$ cat src/rtl/uart_rx.sv
// UART receiver: 2-FF synchronised rx, oversampled mid-bit sampling, 8 data bits LSB-first,
// optional parity, one stop bit, rdy/ack handshake with parity/framing/overrun flags.
module uart_rx #(
   parameter string PARITY = "ODD",
   parameter int    OVS    = 16
) (
   input  logic       clk,
   input  logic       rst,
   input  logic       rx_bd_en,
   input  logic       rx,
   output logic [7:0] rx_data,
   output logic       rx_rdy,
   input  logic       rx_ack,
   output logic       rx_perr,
   output logic       rx_ferr,
   output logic       rx_ovr
);

   localparam bit HAS_PAR = (PARITY != "NONE");
   localparam bit ODD_PAR = (PARITY == "ODD");
   localparam int TW      = $clog2(OVS);
   localparam logic [TW-1:0] T_MID  = TW'(OVS / 2 - 1);
   localparam logic [TW-1:0] T_LAST = TW'(OVS - 1);

   typedef enum logic [2:0] {
      S_IDLE, S_START, S_DATA, S_PARITY, S_STOP, S_BREAK
   } state_t;

   state_t        state_reg, state_next;
   logic [1:0]    sync_reg;
   logic          rxs;
   logic [TW-1:0] tick_reg, tick_next;
   logic [2:0]    bit_reg, bit_next;
   logic          perr_reg, perr_next;
   logic [7:0]    shift_reg;
   logic [7:0]    cap_en;
   logic          data_sample;
   logic          frame_done;

   assign rxs = sync_reg[1];

   always_ff @(posedge clk) begin
      if (rst) sync_reg <= 2'b11;
      else     sync_reg <= {sync_reg[0], rx};
   end

   // State register: everything in the framing path only moves on a baud tick
   always_ff @(posedge clk) begin
      if (rst) begin
         state_reg <= S_IDLE;
         tick_reg  <= '0;
         bit_reg   <= '0;
         perr_reg  <= 1'b0;
      end else if (rx_bd_en) begin
         state_reg <= state_next;
         tick_reg  <= tick_next;
         bit_reg   <= bit_next;
         perr_reg  <= perr_next;
      end
   end

   always_comb begin
      state_next = state_reg;
      bit_next   = bit_reg;
      perr_next  = perr_reg;
      case (state_reg)
         S_IDLE:
            if (!rxs) state_next = S_START;
         S_START:
            if (tick_reg == T_MID) begin
               if (rxs) begin
                  state_next = S_IDLE;
               end else begin
                  state_next = S_DATA;
                  bit_next   = 3'd0;
                  perr_next  = 1'b0;
               end
            end
         S_DATA:
            if (tick_reg == T_LAST) begin
               bit_next = bit_reg + 3'd1;
               if (bit_reg == 3'd7) state_next = HAS_PAR ? S_PARITY : S_STOP;
            end
         S_PARITY:
            if (tick_reg == T_LAST) begin
               perr_next  = ((^{shift_reg, rxs}) != ODD_PAR);
               state_next = S_STOP;
            end
         S_STOP:
            if (tick_reg == T_LAST) state_next = rxs ? S_IDLE : S_BREAK;
         S_BREAK:
            if (rxs) state_next = S_IDLE;
         default:
            state_next = S_IDLE;
      endcase
      tick_next = (state_next != state_reg || tick_reg == T_LAST) ? '0 : tick_reg + 1'b1;
   end

   always_comb begin
      data_sample = rx_bd_en && (state_reg == S_DATA) && (tick_reg == T_LAST);
      frame_done  = rx_bd_en && (state_reg == S_STOP) && (tick_reg == T_LAST);
   end

   genvar gi;
   generate
      for (gi = 0; gi < 8; gi++) begin : g_cap
         assign cap_en[gi] = data_sample && (bit_reg == 3'(gi));
      end
   endgenerate

   always_ff @(posedge clk) begin
      if (rst) begin
         shift_reg <= '0;
      end else begin
         for (int i = 0; i < 8; i++)
            if (cap_en[i]) shift_reg[i] <= rxs;
      end
   end

   // Completion beats ack: a simultaneous ack consumes the old byte, so no overrun
   always_ff @(posedge clk) begin
      if (rst) begin
         rx_data <= '0;
         rx_rdy  <= 1'b0;
         rx_perr <= 1'b0;
         rx_ferr <= 1'b0;
         rx_ovr  <= 1'b0;
      end else if (frame_done) begin
         rx_data <= shift_reg;
         rx_perr <= perr_reg;
         rx_ferr <= ~rxs;
         rx_rdy  <= 1'b1;
         rx_ovr  <= rx_rdy & ~rx_ack;
      end else if (rx_ack && rx_rdy) begin
         rx_rdy  <= 1'b0;
         rx_ovr  <= 1'b0;
      end
   end

endmodule
$ cat config.mk
export PLATFORM = sky130hd
export DESIGN_NAME = uart_rx
export DESIGN_NICKNAME = d
export VERILOG_FILES = /design/src/rtl/uart_rx.sv
export SDC_FILE = /design/constraint.sdc
export NUM_CORES = 1
export LEC_CHECK = 0
export BUFFER_PORTS_ARGS = -buffer_cell sky130_fd_sc_hd__buf_2
export CAP_MARGIN = 30
export CORE_MARGIN = 3
export CORE_UTILIZATION = 35
export CTS_BUF_LIST = sky130_fd_sc_hd__clkbuf_16
export DETAILED_ROUTE_END_ITERATION = 10
export GPL_ROUTABILITY_DRIVEN = 0
export HOLD_SLACK_MARGIN = 0.06
export PLACE_DENSITY = 0.63
export SETUP_SLACK_MARGIN = 0.5
export SYNTH_ARGS = -nofsm -noshare
export SYNTH_HDL_FRONTEND = slang
export SYNTH_SLANG_ARGS = --single-unit
export TNS_END_PERCENT = 100
$ cat constraint.sdc
create_clock -name clk -period 3 [get_ports clk]
set_input_delay 0.6 -clock clk [delete_from_list [all_inputs] [get_ports clk]]
set_output_delay 0.6 -clock clk [all_outputs]
set_load 0.01 [all_outputs]
After elaboration in Yosys (flattened, before gate mapping). Index checks and enable logic that the tools add are counted.

Add/subtract/negate cells: 2. Equality and inequality tests: 19. Multiplexer cells: 22. Bitwise operators: 4. Reduce and logical (&&, ||, !) cells: 22.

Operator list (count): $mux 3 (11); $eq 3x3->1 const B (6); $pmux 3 s6 (1); $logic_and 1x1->1 (13); $eq 3x2->1 const B (4); $reduce_and 5->1 (2); $reduce_xor 9->1 (1); $ne 2x2->1 const B (4); $eq 3x1->1 const B (2); $logic_not 3->1 (2); $mux 1 (6); $pmux 3 s2 (1); $reduce_bool 2->1 (3); $add 4x1->4 const B (1); $eq 4x3->1 const B (1); $eq 4x4->1 const B (1); $mux 4 (1); $add 3x1->3 const B (1); $ne 3x3->1 (1); $not 1->1 (3); $mux 2 (1); $pmux 1 s2 (1); $and 1x1->1 (1); $logic_or 1x1->1 (1).

Register bits: 33. Bits of input ports: 5. Logic and storage cells: 87.

Logic depth before layout (Yosys ltp). Gate-level depths: netlist of the first run.

Depth in word-level cells: 7. Depth in mapped cells: 8.

Worst setup path before layout of the first run. No wires, ideal clock.

Path type: in2reg. Start point: in rx_bd_en. End point: reg rx_data[0]. Data arrival time: 1663 ps. Required time: 2872 ps. Setup slack: 1209 ps. Cell stages on the path: 6. Buffers on the path: 2. Cells stage by stage: nand4_1 -> or4b_1 -> buf_2 -> buf_4 -> mux2i_1 -> nor2_1.

Cells in the longest elaborated chain, start to end: 2.

Ends and longest elaborated chain: start: declaration (line 9) `input logic rx_bd_en,`; $logic_and 1x1->1 (2 in series) (line 101) `frame_done = rx_bd_en && (state_reg == S_STOP) && (tick_reg == T_LAST);`; end signal: assignment (line 129) `rx_data <= shift_reg;`; end: declaration (line 11) `output logic [7:0] rx_data,`.

Every way passes these cells. A chain may end at the register's enable or synchronous reset.

Final worst setup path of the first run.
Start point: reg tick_reg[0]. End point: reg rx_ovr.

Cells in the longest elaborated chain, start to end: 3. Elaborated cells on any way between the ends: 4. Classes of those cells: 1 x eq/ne; 1 x mux; 2 x reduce/logical.

Ends and longest elaborated chain: start: declaration (line 32) `logic [TW-1:0] tick_reg, tick_next;`; start signal: assignment (line 56) `tick_reg <= tick_next;`; $eq 4x4->1 * (line 101); $logic_and 1x1->1 * (line 101); $mux 1 / $reduce_bool 2->1 (equally long branches); end signal: assignment (line 133) `rx_ovr <= rx_rdy & ~rx_ack;`; end: declaration (line 16) `output logic rx_ovr`.

Every way passes the cells marked *; elsewhere a longest branch is shown, timed or not.

==> results.py, run 1 <==
metrics = {
    "outcome": {
        "status": "finished clean",
    },
    "synth": {
        "yosysTopAreaCell": "dfxtp_1",
        "yosysMostFrequentCell": "dfxtp_1",
        "syn_area_per_cell_um2": 8.927,
        "synth_top_area_share_pct": 40.00,
        "synth_ff_type": "dfxtp_1",
        "synthArstFlopShare_pct": 0,
        "synth_cells": 185,
        "syn_nets": 197,
        "yosysWarningCount": 0,
        "syn_area_mm2": 0.001652,
        "ys_seq_elements": 33,
        "synth_edf_count": 0,
        "ys_seq_area_share_pct": 40.00,
        "synth_area_leaders": "dfxtp_1 40%, mux2i_1 12%, nor2_1 6.6%, ha_1 5.3%, xnor2_1 3.2%",
        "synth_common_cells": "33 x dfxtp_1, 29 x nor2_1, 20 x mux2i_1, 12 x nand2_1",
        "ys_types": 41,
    },
    "worst_setup_path": {
        "crit_type": "reg -> reg",
        "cp-end-kind": "flop",
        "required_ns": 3.19,
        "ff2ff_path_depth": 5,
        "worstReg2RegStart": "tick_reg[0]$_SDFFE_PP0P_",
        "crit_path_max_fanout": 13,
        "worst_r2r_endpoint": "rx_ovr$_SDFFE_PP0P_",
        "reg2reg_slack_ns": 0.91,
        "start_kind": "flop",
        "cp.arrival_ns": 2.27,
    },
    "pwr": {
        "power_mw": 1.047,
        "powerDensity_mw_per_mm2": 553.5,
        "leakagePower_nw": 0.8838,
        "ir_drop_uv": 281.2,
    },
    "final_layout": {
        "antennaDiodeCount": 0,
        "drive_gt1_share_pct": 13.71,
        "final_nets": 208,
        "finish.utilization_pct": 42.57,
        "syn2layout_area_growth_pct": 14.55,
        "fillers": 457,
    },
    "routing": {
        "via_per_inst": 5.124,
        "ant_nets": 0,
        "wl_per_cell_um": 12.14,
        "drt_pass1_iterations": 4,
        "route.detailed.drc": 0,
        "wl_um": 3022,
        "drt_iter0_drc": 137,
        "via_count": 1276,
    },
    "clock_network": {
        "cts_made_buffers": 5,
        "cts-htree-levels": 2,
        "ctsResizeCount": 0,
        "post_cts_buffers": 0,
        "cts_tree": "yes",
        "cts_buffer_depth": 2,
        "holdBufCountCts": 0,
        "clkSinkCount": 33,
        "clockRootBuffer": "clkbuf_16",
        "clk_latency_ns": 0.27,
        "clk_pin_slew_ns": 0.05,
    },
    "sta": {
        "finClkSkew_ns": 0.001407,
        "rsz0062_at_grt": "false",
        "setup-tns-final_ns": 0,
        "fmax_ghz": 0.4795,
        "worst_slew_pin_slew_ns": 0.6344,
        "finalSetupViolCount": 0,
        "relSlewSlack_pct": 57.71,
        "hold_violations": 0,
        "min_period_ns": 2.085,
        "maxSlewViolCount": 0,
        "final.period_utilization_pct": 69.51,
    },
    "die": {
        "pin_count": 17,
        "initial_core_util_pct": 37.16,
        "rows": 24,
        "core_mm2": 0.004444,
        "die_y_um": 74.70,
        "die_area_mm2": 0.005579,
        "die_x_um": 74.70,
    },
    "grt": {
        "track_usage_pct": 12.40,
        "grt.overflow.total": 0,
        "antenna_found_initial": 0,
        "grt_pass1_wl_um": 5237,
        "grt_max_degree": 34,
        "grt_pass1_vias": 1127,
    },
    "hold_path": {
        "min_from": "sync_reg[0]$_SDFF_PP1_",
        "hold_path.class": "reg -> reg",
        "min_path_cells": 1,
        "min_to": "sync_reg[1]$_SDFF_PP1_",
    },
    "placed_design": {
        "portBuffers": 16,
        "dpl.hpwl_um": 2119,
    },
    "flow_run": {
        "maxCapViolCount": 0,
    },
}
## power breakdown
part	internal (mW)	total, mW	switching [mW]
registers	0.444	0.452	0.00831
clock network	0.385	0.560	0.175
logic	0.0138	0.0350	0.0212
## worst max-delay path by stage
stage / from / cells past startpoint / slack, ns / endpoint
after floorplan: rx_bd_en / 6 / 1.21 / rx_data[0]$_SDFFE_PP0P_
after global placement: rx_bd_en / 5 / 0.74 / rx_ovr$_SDFFE_PP0P_
after detailed placement: rx_bd_en / 5 / 0.69 / rx_ovr$_SDFFE_PP0P_
after CTS: tick_reg[0]$_SDFFE_PP0P_ / 5 / 0.90 / rx_ovr$_SDFFE_PP0P_
after global routing: tick_reg[0]$_SDFFE_PP0P_ / 5 / 0.73 / rx_ovr$_SDFFE_PP0P_
final: tick_reg[0]$_SDFFE_PP0P_ / 5 / 0.91 / rx_ovr$_SDFFE_PP0P_
## stage by stage
stage	std cells	setup WS, ns	instance area [µm²]	hold WS (ns)
4_1_cts	249	0.8951	1892	0.4070
2_1_floorplan	185	1.209	1652	0.3832
6_report	249	0.9147	1892	0.4027
5_1_grt	249	0.7268	1892	0.4463
3_5_place_dp	241	0.6863	1729	0.3945
3_3_place_gp	241	0.7386	1729	0.3929
## area by class of cell
| class | instances | area (µm²) | share of cell area, % |
|---|---|---|---|
| inverters | 7 | 26.28 | 1.389 |
| clock buffers | 5 | 125.1 | 6.614 |
| well taps | 52 | 65.06 | 3.439 |
| clock inverters | 3 | 37.54 | 1.984 |
| flip-flops and latches | 33 | 660.6 | 34.92 |
| repair buffers | 16 | 80.08 | 4.233 |
| multi-input cells | 133 | 897.1 | 47.42 |
## cell usage in the layout (no fill, tap or decap), drive strengths merged
cell / n
nand2: 12
a211o: 1
bufinv: 1
nor2b: 3
a21o: 1
or3: 2
a221oi: 1
and3: 1
a32oi: 1
ha: 7
xnor2: 6
o2bb2ai: 1
nand3: 7
or2: 2
buf: 16
o311ai: 1
or3b: 1
nor2: 29
nand4: 1
a21oi: 7
or4b: 1
inv: 8
o41ai: 1
nand2b: 4
o21a: 1
o22ai: 2
mux2i: 20
o31ai: 1
clkinv: 1
clkbuf: 5
xor2: 4
o21ai: 9
a211oi: 2
nor3: 4
dfxtp: 33
## layer usage
layer	up-vias	routed length, µm	global-route usage, %
met1	589	1413	16.43
met4	0	40	3.557
met2	30	1386	18.54
li1	652	-	-
met5	-	0	0
met3	5	182	5.207
## worst max-delay path, stage by stage, from the launching register on
cell      delay [ns]
dfxtp_1         0.38
ha_1            0.25
nand4_1         0.17
or4b_1          0.82
mux2i_1         0.21
a211oi_1        0.17
## cells by family (layout without fill, tap and decap cells)
kind of cell | after synthesis | count (layout) | synth area share (%)
compound gates | 29 | 29 | 11.59
xor+xnor | 10 | 10 | 5.303
fa+ha+maj | 7 | 7 | 5.303
buf+inv | 19 | 31 | 5.682
flops | 33 | 33 | 40.00
mux | 20 | 20 | 12.12
simple gates | 67 | 67 | 20.00
Note: power is estimated with default switching activity, not from simulation.
==> inputs of run 2 (changes only) <==
--- a/config.mk
+++ b/config.mk
@@ -13,7 +13,7 @@
 export DETAILED_ROUTE_END_ITERATION = 10
 export GPL_ROUTABILITY_DRIVEN = 0
 export HOLD_SLACK_MARGIN = 0.06
-export PLACE_DENSITY = 0.63
+export PLACE_DENSITY = 0.65
 export SETUP_SLACK_MARGIN = 0.5
 export SYNTH_ARGS = -nofsm -noshare
 export SYNTH_HDL_FRONTEND = slang
==> constraint.sdc (replaced) <==
create_clock -name clk -period 1.8 [get_ports clk]
set_input_delay 0.36 -clock clk [delete_from_list [all_inputs] [get_ports clk]]
set_output_delay 0.36 -clock clk [all_outputs]
set_load 0.01 [all_outputs]
==> results.py, run 2 (same netlist as run 1, synthesis figures left out) <==
metrics = {
    "final_layout": {
        "final_nets": 227,
        "multi_input_comb_area_um2": 978.4,
        "final_cell_mix": "28 x dfxtp_1, 27 x nor2_1, 19 x mux2i_1",
        "fin_cells": 268,
        "antennaDiodeCount": 0,
        "syn2layout_area_growth_pct": 31.44,
        "register_area_um2": 671.9,
        "drive_gt1_share_pct": 31.48,
        "mostFrequentLayoutCell": "dfxtp_1",
        "fillers": 433,
    },
    "routing": {
        "route.detailed.drc": 0,
        "via_count": 1355,
        "via_per_inst": 5.056,
        "m1WireLength_um": 1521,
        "drt_iter0_drc": 104,
        "met2WireLength_um": 1722,
        "highest_layer": "met4",
        "wl_um": 3433,
        "ant_nets": 0,
        "wl_met3_um": 152,
        "wl_per_cell_um": 12.81,
        "drt_pass1_iterations": 4,
    },
    "clock_network": {
        "cts_tree": "yes",
        "cts_buffer_depth": 2,
        "clkSinkCount": 33,
        "clk_pin_slew_ns": 0.05,
        "cts_made_buffers": 5,
        "cts-htree-levels": 2,
        "clockRootBuffer": "clkbuf_16",
        "clk_latency_ns": 0.28,
    },
    "placed_design": {
        "dpl.hpwl_um": 2310,
        "portBuffers": 16,
        "placed_cells": 253,
    },
    "sta": {
        "worst_slew_pin_slew_ns": 0.3488,
        "relSlewSlack_pct": 76.71,
        "final.period_utilization_pct": 95.35,
        "rsz0062_at_grt": "true",
        "finalSetupViolCount": 0,
        "fin_hold_ws_ns": 0.2606,
        "maxSlewViolCount": 0,
        "min_period_ns": 1.716,
        "fmax_ghz": 0.5826,
        "hold_violations": 0,
        "finClkSkew_ns": 0.004360,
    },
    "die": {
        "initial_core_util_pct": 37.16,
        "die_x_um": 74.70,
        "core_mm2": 0.004444,
        "die_y_um": 74.70,
        "rows": 24,
        "die_area_mm2": 0.005579,
        "pin_count": 17,
    },
    "outcome": {
        "status": "finished clean",
    },
    "worst_setup_path": {
        "crit_path_max_fanout": 7,
        "cp-end-kind": "flop",
        "crit_type": "reg -> reg",
        "required_ns": 1.99,
        "start_kind": "flop",
        "cp.arrival_ns": 1.91,
    },
    "grt": {
        "track_usage_pct": 14.09,
        "grt.overflow.total": 0,
        "grt_max_degree": 33,
        "grt_pass1_vias": 1276,
        "grt_pass1_wl_um": 5968,
        "antenna_found_initial": 0,
    },
    "pwr": {
        "ir_drop_uv": 611.9,
        "leakagePower_nw": 1.007,
        "powerDensity_mw_per_mm2": 887.2,
    },
    "hold_path": {
        "hold_path.class": "in -> reg",
    },
    "flow_run": {
        "maxCapViolCount": 0,
    },
}
run 2: cell count changes in the layout (fill, tap and decap cells not counted), moves of 2 or more:
cell / before / now
buf_4: 0 / 14
dfxtp_1: 33 / 28
buf_6: 0 / 3
dfxtp_2: 0 / 3
nand3_1: 7 / 4
nand3_2: 0 / 3
dfxtp_4: 0 / 2
nand2_1: 12 / 10
nand2_2: 0 / 2
nor2_1: 29 / 27
nor3_4: 1 / 3
run 2: worst max-delay path: stages, from the launching register on:
cell and delay [ns]:
dfxtp_4 0.36, ha_4 0.14, nand4_1 0.12, or4b_4 0.57, buf_8 0.17, mux2i_1 0.12
a211oi_1 0.16
run 2: cell type report:
class,instances,share of cell area (%)
Multi-Input combinational cell,133,45.07
Sequential cell,33,30.95
Timing Repair Buffer,35,11.01
Clock buffer,5,5.764
Clock inverter,3,2.997
Tap cell,52,2.997
Inverter,7,1.210
run 2: final timing paths:
path / startpoint / to / slack (ns) / cells past startpoint
worst min register to register: sync_reg[0]$_SDFF_PP1_ / sync_reg[1]$_SDFF_PP1_ / 0.40 / 1
worst min-delay path: rx / sync_reg[0]$_SDFF_PP1_ / 0.26 / 2
worst max-delay path: tick_reg[1]$_SDFFE_PP0P_ / rx_ovr$_SDFFE_PP0P_ / 0.08 / 6
worst max register to register: tick_reg[1]$_SDFFE_PP0P_ / rx_ovr$_SDFFE_PP0P_ / 0.08 / 6
run 2: metrics by stage:
step / worst slack [ns] / total power [mW] / instance area [µm²] / util (%) / TNS [ns]
final: 0.08366 / 1.926 / 2171 / 48.85 / 0
after global routing: -0.01896 / 2.002 / 2171 / 48.85 / -0.04792
after CTS: 0.08788 / 1.944 / 2142 / 48.20 / 0
after detailed placement: 0.03055 / 0.8458 / 1843 / 41.47 / 0
after global placement: 0.1075 / 0.8427 / 1843 / 41.47 / 0
after floorplan: 0.1150 / 0.8159 / 1695 / - / 0
run 2: per-layer routing:
metal / track usage, % / up-vias
met5: 0 / -
met4: 4.150 / 0
met3: 4.539 / 4
met2: 22.54 / 26
met1: 18.26 / 639
li1: - / 686
run 2: timing repair:
| action | 4_1_cts | 5_1_grt |
|---|---|---|
| pin swaps | 9 | 9 |
| hold buffers | 0 | 0 |
| endpoints found under the setup margin | 30 | 31 |
| cloned | 1 | 0 |
| buffers inserted | 4 | 2 |
| gates resized for setup | 20 | 5 |
run 2: report_power, final:
part / switching [mW] / internal (mW) / leakage [nW]
clock: 0.296 / 0.789 / 0.0938
combinational: 0.0507 / 0.0427 / 0.645
sequential: 0.00819 / 0.739 / 0.269
